$ cat src/rtl/fetch_unit_pkg.sv
`default_nettype none
// ============================================================================
//  Module   : fetch_unit_pkg
//  Purpose  : Shared constants for the instruction fetch stage.
//  Contents : INST_W   - instruction / fetch data width
//             INST_NOP - canonical RV32 NOP (addi x0, x0, 0)
//             word_align() - clears the byte offset of an address
//  Revision : 1.0 - initial release
// ============================================================================
package fetch_unit_pkg;

    localparam int unsigned INST_W   = 32;
    localparam logic [31:0] INST_NOP = 32'h0000_0013;

    // Fetches are always whole words; low two bits are dropped.
    function automatic logic [31:0] word_align(input logic [31:0] addr);
        return addr & ~32'h3;
    endfunction

endpackage
`default_nettype wire

$ cat src/rtl/fetch_buffer.sv
`default_nettype none
// ============================================================================
//  Module   : fetch_buffer
//  Purpose  : DEPTH-entry circular buffer pairing fetch PCs with returned
//             instruction words. Entries are reserved at request issue
//             (alloc), completed in order as responses return (fill) and
//             released to decode from the head (pop). Flush frees everything.
//  Ports    : clk, rst_n            - clock, async active-low reset
//             i_alloc, i_alloc_pc   - reserve tail entry for a new fetch
//             i_fill, i_fill_inst   - write next unfilled entry
//             i_pop                 - release head entry
//             i_flush               - free all entries (wins over all else)
//             o_count, o_unfilled   - allocated / allocated-but-unfilled
//             o_head_valid/_pc/_inst- head entry, straight from registers
//  Revision : 1.0 - initial release
// ============================================================================
module fetch_buffer
    import fetch_unit_pkg::*;
#(
    parameter int unsigned DEPTH = 2,
    parameter int unsigned CNT_W = $clog2(DEPTH) + 1
) (
    input  logic              clk,
    input  logic              rst_n,
    input  logic              i_alloc,
    input  logic [31:0]       i_alloc_pc,
    input  logic              i_fill,
    input  logic [INST_W-1:0] i_fill_inst,
    input  logic              i_pop,
    input  logic              i_flush,
    output logic [CNT_W-1:0]  o_count,
    output logic [CNT_W-1:0]  o_unfilled,
    output logic              o_head_valid,
    output logic [31:0]       o_head_pc,
    output logic [INST_W-1:0] o_head_inst
);

    localparam int unsigned PTR_W = $clog2(DEPTH);

    logic [PTR_W-1:0]  r_alloc_ptr;
    logic [PTR_W-1:0]  r_fill_ptr;
    logic [PTR_W-1:0]  r_head_ptr;
    logic [CNT_W-1:0]  r_count;
    logic [CNT_W-1:0]  r_unfilled;
    logic [31:0]       r_pc   [DEPTH];
    logic [INST_W-1:0] r_inst [DEPTH];
    logic [DEPTH-1:0]  r_filled;

    // Alloc never targets the head while it is filled (count < DEPTH), and
    // fill only targets unfilled entries, so the three updates below never
    // collide on the same filled bit with conflicting values.
    always_ff @(posedge clk or negedge rst_n) begin
        if (!rst_n) begin
            r_alloc_ptr <= '0;
            r_fill_ptr  <= '0;
            r_head_ptr  <= '0;
            r_count     <= '0;
            r_unfilled  <= '0;
            r_filled    <= '0;
            for (int i = 0; i < DEPTH; i++) begin
                r_pc[i]   <= '0;
                r_inst[i] <= '0;
            end
        end else if (i_flush) begin
            r_alloc_ptr <= '0;
            r_fill_ptr  <= '0;
            r_head_ptr  <= '0;
            r_count     <= '0;
            r_unfilled  <= '0;
            r_filled    <= '0;
        end else begin
            if (i_pop) begin
                r_filled[r_head_ptr] <= 1'b0;
                r_head_ptr           <= r_head_ptr + PTR_W'(1);
            end
            if (i_alloc) begin
                r_pc[r_alloc_ptr]     <= i_alloc_pc;
                r_filled[r_alloc_ptr] <= 1'b0;
                r_alloc_ptr           <= r_alloc_ptr + PTR_W'(1);
            end
            if (i_fill) begin
                r_inst[r_fill_ptr]   <= i_fill_inst;
                r_filled[r_fill_ptr] <= 1'b1;
                r_fill_ptr           <= r_fill_ptr + PTR_W'(1);
            end
            r_count    <= r_count + CNT_W'(i_alloc) - CNT_W'(i_pop);
            r_unfilled <= r_unfilled + CNT_W'(i_alloc) - CNT_W'(i_fill);
        end
    end

    assign o_count      = r_count;
    assign o_unfilled   = r_unfilled;
    assign o_head_valid = r_filled[r_head_ptr];
    assign o_head_pc    = r_pc[r_head_ptr];
    assign o_head_inst  = r_inst[r_head_ptr];

endmodule
`default_nettype wire

$ cat src/rtl/fetch_unit.sv
`default_nettype none
// ============================================================================
//  Module   : fetch_unit
//  Purpose  : Instruction fetch stage. Owns the PC, issues in-order word
//             fetches over a request/response memory port, pairs each
//             returned word with its PC and hands it to decode via
//             valid/ready. Redirects from execute flush the stage; responses
//             for fetches still in flight at a flush are counted and dropped.
//  Ports    : clk, rst_n                 - clock, async active-low reset
//             o_imem_req_valid/_addr     - fetch request
//             i_imem_req_ready           - request accepted
//             i_imem_rsp_valid/_rdata    - in-order fetch response
//             i_redirect_valid/_pc       - redirect from execute
//             o_inst_valid/_inst/_inst_pc- instruction to decode
//             i_inst_ready               - decode consumes instruction
//  Revision : 1.0 - initial release
// ============================================================================
module fetch_unit
    import fetch_unit_pkg::*;
#(
    parameter logic [31:0] RESET_ADDR = 32'h0000_0000,
    parameter int unsigned DEPTH      = 2
) (
    input  logic              clk,
    input  logic              rst_n,
    output logic              o_imem_req_valid,
    output logic [31:0]       o_imem_req_addr,
    input  logic              i_imem_req_ready,
    input  logic              i_imem_rsp_valid,
    input  logic [INST_W-1:0] i_imem_rsp_rdata,
    input  logic              i_redirect_valid,
    input  logic [31:0]       i_redirect_pc,
    output logic              o_inst_valid,
    output logic [INST_W-1:0] o_inst,
    output logic [31:0]       o_inst_pc,
    input  logic              i_inst_ready
);

    localparam int unsigned      CNT_W   = $clog2(DEPTH) + 1;
    localparam logic [CNT_W-1:0] c_DEPTH = CNT_W'(DEPTH);

    logic [31:0]       r_pc;
    logic [CNT_W-1:0]  r_drop_cnt;

    logic [CNT_W-1:0]  w_count;
    logic [CNT_W-1:0]  w_unfilled;
    logic              w_head_valid;
    logic              w_req_valid;
    logic              w_accept;
    logic              w_drop_active;
    logic              w_fill;
    logic              w_pop;
    logic [CNT_W:0]    w_drop_sum;
    logic [CNT_W-1:0]  w_drop_next;

    // rst_n gates the request so nothing is offered to memory while held
    // in reset, even though the buffer count already reads zero.
    assign w_req_valid   = rst_n && (w_count < c_DEPTH) && !i_redirect_valid;
    assign w_accept      = w_req_valid && i_imem_req_ready;
    assign w_drop_active = (r_drop_cnt != '0);
    assign w_fill        = i_imem_rsp_valid && !w_drop_active && (w_unfilled != '0);
    assign w_pop         = w_head_valid && i_inst_ready;

    // On a redirect every unfilled entry becomes a response to discard; a
    // response arriving in the same cycle is itself one of those, so it is
    // taken off the new total.
    always_comb begin
        w_drop_sum = {1'b0, r_drop_cnt} + {1'b0, w_unfilled};
        if (i_imem_rsp_valid && (w_drop_sum != '0)) begin
            w_drop_sum = w_drop_sum - (CNT_W+1)'(1);
        end
        w_drop_next = (w_drop_sum > (CNT_W+1)'(DEPTH)) ? c_DEPTH : w_drop_sum[CNT_W-1:0];
    end

    always_ff @(posedge clk or negedge rst_n) begin
        if (!rst_n) begin
            r_pc       <= RESET_ADDR;
            r_drop_cnt <= '0;
        end else if (i_redirect_valid) begin
            r_pc       <= word_align(i_redirect_pc);
            r_drop_cnt <= w_drop_next;
        end else begin
            if (w_accept) begin
                r_pc <= r_pc + 32'd4;
            end
            if (i_imem_rsp_valid && w_drop_active) begin
                r_drop_cnt <= r_drop_cnt - CNT_W'(1);
            end
        end
    end

    fetch_buffer #(
        .DEPTH (DEPTH),
        .CNT_W (CNT_W)
    ) u_fetch_buffer (
        .clk          (clk),
        .rst_n        (rst_n),
        .i_alloc      (w_accept),
        .i_alloc_pc   (r_pc),
        .i_fill       (w_fill),
        .i_fill_inst  (i_imem_rsp_rdata),
        .i_pop        (w_pop),
        .i_flush      (i_redirect_valid),
        .o_count      (w_count),
        .o_unfilled   (w_unfilled),
        .o_head_valid (w_head_valid),
        .o_head_pc    (o_inst_pc),
        .o_head_inst  (o_inst)
    );

    assign o_imem_req_valid = w_req_valid;
    assign o_imem_req_addr  = word_align(r_pc);
    assign o_inst_valid     = w_head_valid;

endmodule
`default_nettype wire

$ cat config.mk
export PLATFORM = sky130hd
export DESIGN_NAME = fetch_unit
export DESIGN_NICKNAME = d
export VERILOG_FILES = /design/src/rtl/fetch_unit_pkg.sv /design/src/rtl/fetch_buffer.sv /design/src/rtl/fetch_unit.sv
export SDC_FILE = /design/constraint.sdc
export NUM_CORES = 1
export LEC_CHECK = 0
export CAP_MARGIN = 20
export CORE_ASPECT_RATIO = 0.75
export CORE_MARGIN = 1.5
export CORE_UTILIZATION = 40
export DETAILED_ROUTE_END_ITERATION = 10
export PLACE_DENSITY = 0.63
export SYNTH_ARGS = -nofsm -noshare
export SYNTH_HDL_FRONTEND = slang
export SYNTH_SLANG_ARGS = --single-unit
$ cat constraint.sdc
create_clock -name clk -period 2.7 [get_ports clk]
set_clock_uncertainty 0.05 [all_clocks]
set_input_delay 0.54 -clock clk [delete_from_list [all_inputs] [get_ports clk]]
set_output_delay 0.54 -clock clk [all_outputs]
set_load 0.005 [all_outputs]
# == Word level (Yosys, flattened, before mapping) ==
# Cells that the tools add are included.
# totals
inputBits,70
regBits,171
# op_classes
magnitude_cmp,13
reduce_logical,24
n_addsub,11
n_mux,40
bitwise,9
# ops
operator,n
$mux W32,10
$bwmux W64,2
$demux W32 S1,2
$add A32 B3 Y32 const B,1
$mux W2,11
$logic_and A1 B1 Y1,13
$reduce_bool A2 Y1,6
$mux W1,11
$ge A2 B2 Y1 const B,3
$lt A1 B2 Y1 const B,3
$not A1 Y2,3
$add A2 B1 Y2,2
$and A2 B2 Y2,2
$lt A2 B1 Y1 const B,2
$not A2 Y2,2
$reduce_and A2 Y1,2
$sub A2 B1 Y2,2
$add A1 B1 Y1 const B,3
$add A2 B2 Y3,1
$demux W1 S1,3
$ge A1 B1 Y1 const B,3
$gt A3 B2 Y1 const B,1
$mux W3,1
$reduce_bool A3 Y1,1
6 further kinds,7

# == Longest topological paths before layout ==
# Gate-level depths: netlist of the first run.
# logic_depth
word_depth,14
ltp_mapped,10
ltp_nobuf,10

# == Hierarchy ==
# A second synthesis of the first run with hierarchy kept.
# hier_totals
hier_cells,630
area_unflattened_um2,8145.3
# by_module_without_submodules
module,seq_area_each_um2,area_per_inst_um2,cells_each,n_inst
fetch_buffer,3428.3,6009.5,382,1
fetch_unit,800.8,2135.8,248,1

# == Worst setup path before layout of the first run ==
# OpenSTA, ideal clock, no wires.
# synth_path
path_kind,register to register
start,"register u_fetch_buffer.r_unfilled[0], in the netlist u_fetch_buffer.o_unfilled[0]"
end,register r_drop_cnt[0]
stages_incl_launch_ff,10
t_required_ns,2.515
arrival_time_ns,1.878
path_buffers,0
period_less_slack_ns,2.062
slack_ns,0.638
path_cell_list,dfrtp_1 ha_1 fa_1 inv_1 ha_1 ha_1 nor2b_1 o31ai_1 nand3_1 o21ai_0
# synth_between
elab_chain_len,7
word_cells_on_any_way,8
classes_between,add/sub (2); order compare (1); mux (3); reduce/logical (2)
# synth_lines
item,line_no,text
from (decl),fetch_buffer.sv:44,logic [CNT_W-1:0] r_unfilled;
from (signal assigned),fetch_buffer.sv:87,r_unfilled <= r_unfilled + CNT_W'(i_alloc) - CNT_W'(i_fill);
$add A2 B2 Y3 *,fetch_unit.sv:68,"w_drop_sum = {1'b0, r_drop_cnt} + {1'b0, w_unfilled};"
"parallel branches: the longest is 2 deep, another holds $sub A3 B1 Y3",n/a,
$mux W3 *,fetch_unit.sv:69,if (i_imem_rsp_valid && (w_drop_sum != '0)) begin
$gt A3 B2 Y1,fetch_unit.sv:72,w_drop_next = (w_drop_sum > (CNT_W+1)'(DEPTH)) ? c_DEPTH : w_drop_sum[CNT_W-1:0];
$mux W2 *,fetch_unit.sv:72,
$mux W2 *,fetch_unit.sv:79,end else if (i_redirect_valid) begin
to (signal assigned),fetch_unit.sv:81,r_drop_cnt <= w_drop_next;
to (signal assigned),fetch_unit.sv:87,r_drop_cnt <= r_drop_cnt - CNT_W'(1);
to (decl),fetch_unit.sv:43,logic [CNT_W-1:0] r_drop_cnt;
# Every way passes the cells marked *.
# A chain may end at the register's enable or synchronous reset.

# == Worst setup path in the final report of the first run ==
# layout_path
start,register u_fetch_buffer.r_head_ptr
end,output o_inst_valid
# layout_between
elab_chain_len,2
# layout_lines
item,line_no,text
from (decl),fetch_buffer.sv:42,logic [PTR_W-1:0] r_head_ptr;
from (signal assigned),fetch_buffer.sv:74,r_head_ptr <= r_head_ptr + PTR_W'(1);
$mux W1 (not written as such) (2 in series),fetch_buffer.sv:93,assign o_head_valid = r_filled[r_head_ptr];
to (decl),fetch_unit.sv:33,"output logic o_inst_valid,"
# No other way between the ends. The select of a mux whose other input is x is not followed.

==> metrics, run 1 <==
largest family of logic cells by synthesized area=multiplexers; Hold Path Class=in2async; Diodes inserted=0; RSZ-0062 raised after global routing=no; Post-Route WL=around 19000 um; clk sinks=between 150 and 200; adder-cell area share of the yosys netlist=0.0169; HPWL after DPL=12800 um; fraction of layout cells with a size suffix above 1=0.312; post-DR wirelength/cell=between 15 and 20 um; maximum fanout along the worst path=54; CTS tree=built; EDFF count, synth=0; WP data required=2.11 ns; power density cells=~780 nW/um^2; Startpoint Class=flop; mapped cell area=7840 um^2; fin nets=851; die area=approximately 20000 um^2; remaining global-route overflow=0; first-pass GRT wire length=30600 um; Setup TNS=0 ns; Reg2Reg Setup Slack=0.34 ns; post-synthesis simple-gate area fraction=0.0839; GPL Wtd Cong=0.793; crit end category=output pin; H-tree lvl count=4; Max-slew headroom=0.517; initial antenna violation count=0; ANT nets after route=0; die span in x=around 160 um; max-cap check violation count=0; TritonCTS Buffers=17; final-report max-slew violation count=0; synthesis warning total=0; Pre-antenna DRT Iters=4; routing usage on met2=0.294; IO Port Bufs=approximately 160; actual slew at the worst max-slew pin=0.725 ns; mux cell area share after synthesis=0.271; area of the multi-input gates=3480 um^2; height of the die=roughly 120 um; Core ar.=19300 um^2; via count=5474; Peak supply drop=358 uV; initial core utilization=0.407; Yosys reg bits=165; Pwr Total=0.00811 W; # rows=44; ys async rst share=1.00; Synth Flop Type=dfrtp_1; sequential area share after synthesis=0.526; GR peak layer=met2; Skew-Pair Late Insertion Delay=0.42 ns; Final Hold Viols=0; Iteration-0 DRC Markers=slightly below 300; vias in the first global route=5774; fin crit share=0.956; Avg Cell Area, Syn=approximately 13 um^2; CTS clk-pin slew, worst paths=~0.060 ns; Synth Area in Compound Gates=0.0459; Reg area=4130 um^2; Tot GR Track Use=0.191; CP Class=reg2out; Area Overhead vs Synth=32.9%; clk root buf=clkbuf_16; pin count of the biggest net entering global routing=139; DRC=0; CTS resizes=0; Tmin final=2.58 ns; Syn Inst Count=610; DR vias/cell=around 5.3; Synth Area in XOR/XNOR=0.0212; GRT met1 Usage=0.271; Fmax achieved=0.387 GHz; Distinct cells, synth=44; status=complete, no violations; # setup viols final=0; critical path arrival=1.99 ns; GR Layer Usage met3=0.0470; fill count=~1600; worst-case clock buffer depth=2; num ports=approximately 170; Pleak=around 4.5 nW
[layout make-up]
type,count,area share
Clock inverter,12,0.0194
Multi-Input combinational cell,394,0.333
Tap cell,253,0.0304
Inverter,13,0.00468
Clock buffer,19,0.0425
Sequential cell,165,0.396
Timing Repair Buffer,180,0.173
[per-stage QoR]
step	instances	setup slack [ns]	area [um^2]	utilization	hold WS [ns]
CTS	1036	0.0745	10400	0.541	0.0893
global placement	1004	0.209	9770	0.507	0.287
floorplan	613	0.638	7860	-	0.194
finish	1036	0.118	10400	0.541	0.0907
detailed placement	1004	0.183	9770	0.507	0.285
global route	1036	0.0238	10400	0.541	0.119
[final timing paths]
path                                              start                   endpoint  cells after the start
setup / recovery              u_fetch_buffer.r_head_ptr               o_inst_valid                      3
min in group clk                u_fetch_buffer.r_pc[53]    u_fetch_buffer.r_pc[53]                      1
hold reg to reg                 u_fetch_buffer.r_pc[53]    u_fetch_buffer.r_pc[53]                      1
max in group asynchronous                         rst_n  u_fetch_buffer.r_head_ptr                      2
hold / removal                                    rst_n    u_fetch_buffer.r_pc[35]                      2
setup reg to reg           u_fetch_buffer.o_unfilled[0]              r_drop_cnt[0]                      9
[worst max-delay path, cell delays in order, from the launching register on]
cell             delay [ns]
dfrtp_2                0.39
buf_12                 0.30
mux2_2                 0.38
clkdlybuf4s50_1        0.49
[sequential cells by signal, indices dropped and copies added (netlist names)]
| register | cells |
|---|---|
| r_drop_cnt | 2 |
| u_fetch_buffer.r_fill_ptr | 1 |
| u_fetch_buffer.o_unfilled | 2 |
| u_fetch_buffer.r_inst | 64 |
| r_pc | 30 |
| u_fetch_buffer.r_alloc_ptr | 1 |
| u_fetch_buffer.r_head_ptr | 1 |
| u_fetch_buffer.r_pc | 60 |
| u_fetch_buffer.r_filled | 2 |
| u_fetch_buffer.o_count | 2 |
[routing by layer]
| metal | part of all wire | wire length [um] |
|---|---|---|
| met4 | 0.011 | 212 |
| met3 | 0.055 | 1040 |
| met2 | 0.45 | 8550 |
| met5 | 0 | 0 |
| met1 | 0.48 | 9000 |
[cell families after synthesis]
logic type,after synthesis
muxes,189
other,1
AOI/OAI and AO/OA,56
adders and majority gates,10
buffers and inverters,54
and+or+nand+nor,116
xor gates and xnor gates,19
DFF,165
[synthesized netlist by cell type, drive strengths merged (13+ instances only)]
library cell | count | area share
buf | 27 | 0.021
mux2 | 187 | 0.27
o21ai | 17 | 0.011
o31ai | 14 | 0.013
clkbuf | 14 | 0.0070
nor2 | 22 | 0.011
a31oi | 15 | 0.012
nand2 | 25 | 0.012
or4 | 16 | 0.015
inv | 13 | 0.0062
dfrtp | 165 | 0.53
nand3 | 16 | 0.010
[cells in the final DEF (no fill, tap or decap), drive strengths merged, types with 3 or more instances in the layout]
cell and n:
nor2b 3, and3 6, bufinv 5, or4 16, dfrtp 165, o211ai 4, conb 4, nand2 25
nand3 16, and4 5, clkdlybuf4s50 160, nor2 22, ha 9, inv 14, o21ai 17, xor2 10
buf 19, nand4 11, o31ai 14, clkinvlp 4, clkbuf 19, xnor2 9, a31oi 15, mux2 187
[what timing repair did]
item,CTS,global route
hold buffers,1,0
endpoints found under the setup margin,0,0
hold endpoints to repair,2,0
buffers inserted,0,0
[where the power goes]
| part | switching [W] | internal (W) | leakage (nW) |
|---|---|---|---|
| sequential | 0.000330 | 0.00301 | 2.09 |
| clock | 0.000989 | 0.00166 | 0.302 |
| combinational | 0.000713 | 0.00140 | 2.10 |
No activity file was read; power rests on OpenSTA's default activity.
==> run 2: changes to the inputs <==
--- a/config.mk
+++ b/config.mk
@@ -5,10 +5,10 @@
 export SDC_FILE = /design/constraint.sdc
 export NUM_CORES = 1
 export LEC_CHECK = 0
-export CAP_MARGIN = 20
 export CORE_ASPECT_RATIO = 0.75
 export CORE_MARGIN = 1.5
 export CORE_UTILIZATION = 40
+export CTS_CLUSTER_SIZE = 12
 export DETAILED_ROUTE_END_ITERATION = 10
 export PLACE_DENSITY = 0.63
 export SYNTH_ARGS = -nofsm -noshare
==> results of run 2 <==
The final DEF is identical to that of run 1; final timing and power are the same.
==> run 3: changes to the inputs <==
--- a/config.mk
+++ b/config.mk
@@ -10,7 +10,9 @@
 export CORE_UTILIZATION = 40
 export CTS_CLUSTER_SIZE = 12
 export DETAILED_ROUTE_END_ITERATION = 10
+export GPL_TIMING_DRIVEN = 1
 export PLACE_DENSITY = 0.63
+export SLEW_MARGIN = 20
 export SYNTH_ARGS = -nofsm -noshare
 export SYNTH_HDL_FRONTEND = slang
 export SYNTH_SLANG_ARGS = --single-unit
==> results of run 3 <==
The final DEF is identical to that of run 1; final timing and power are the same.
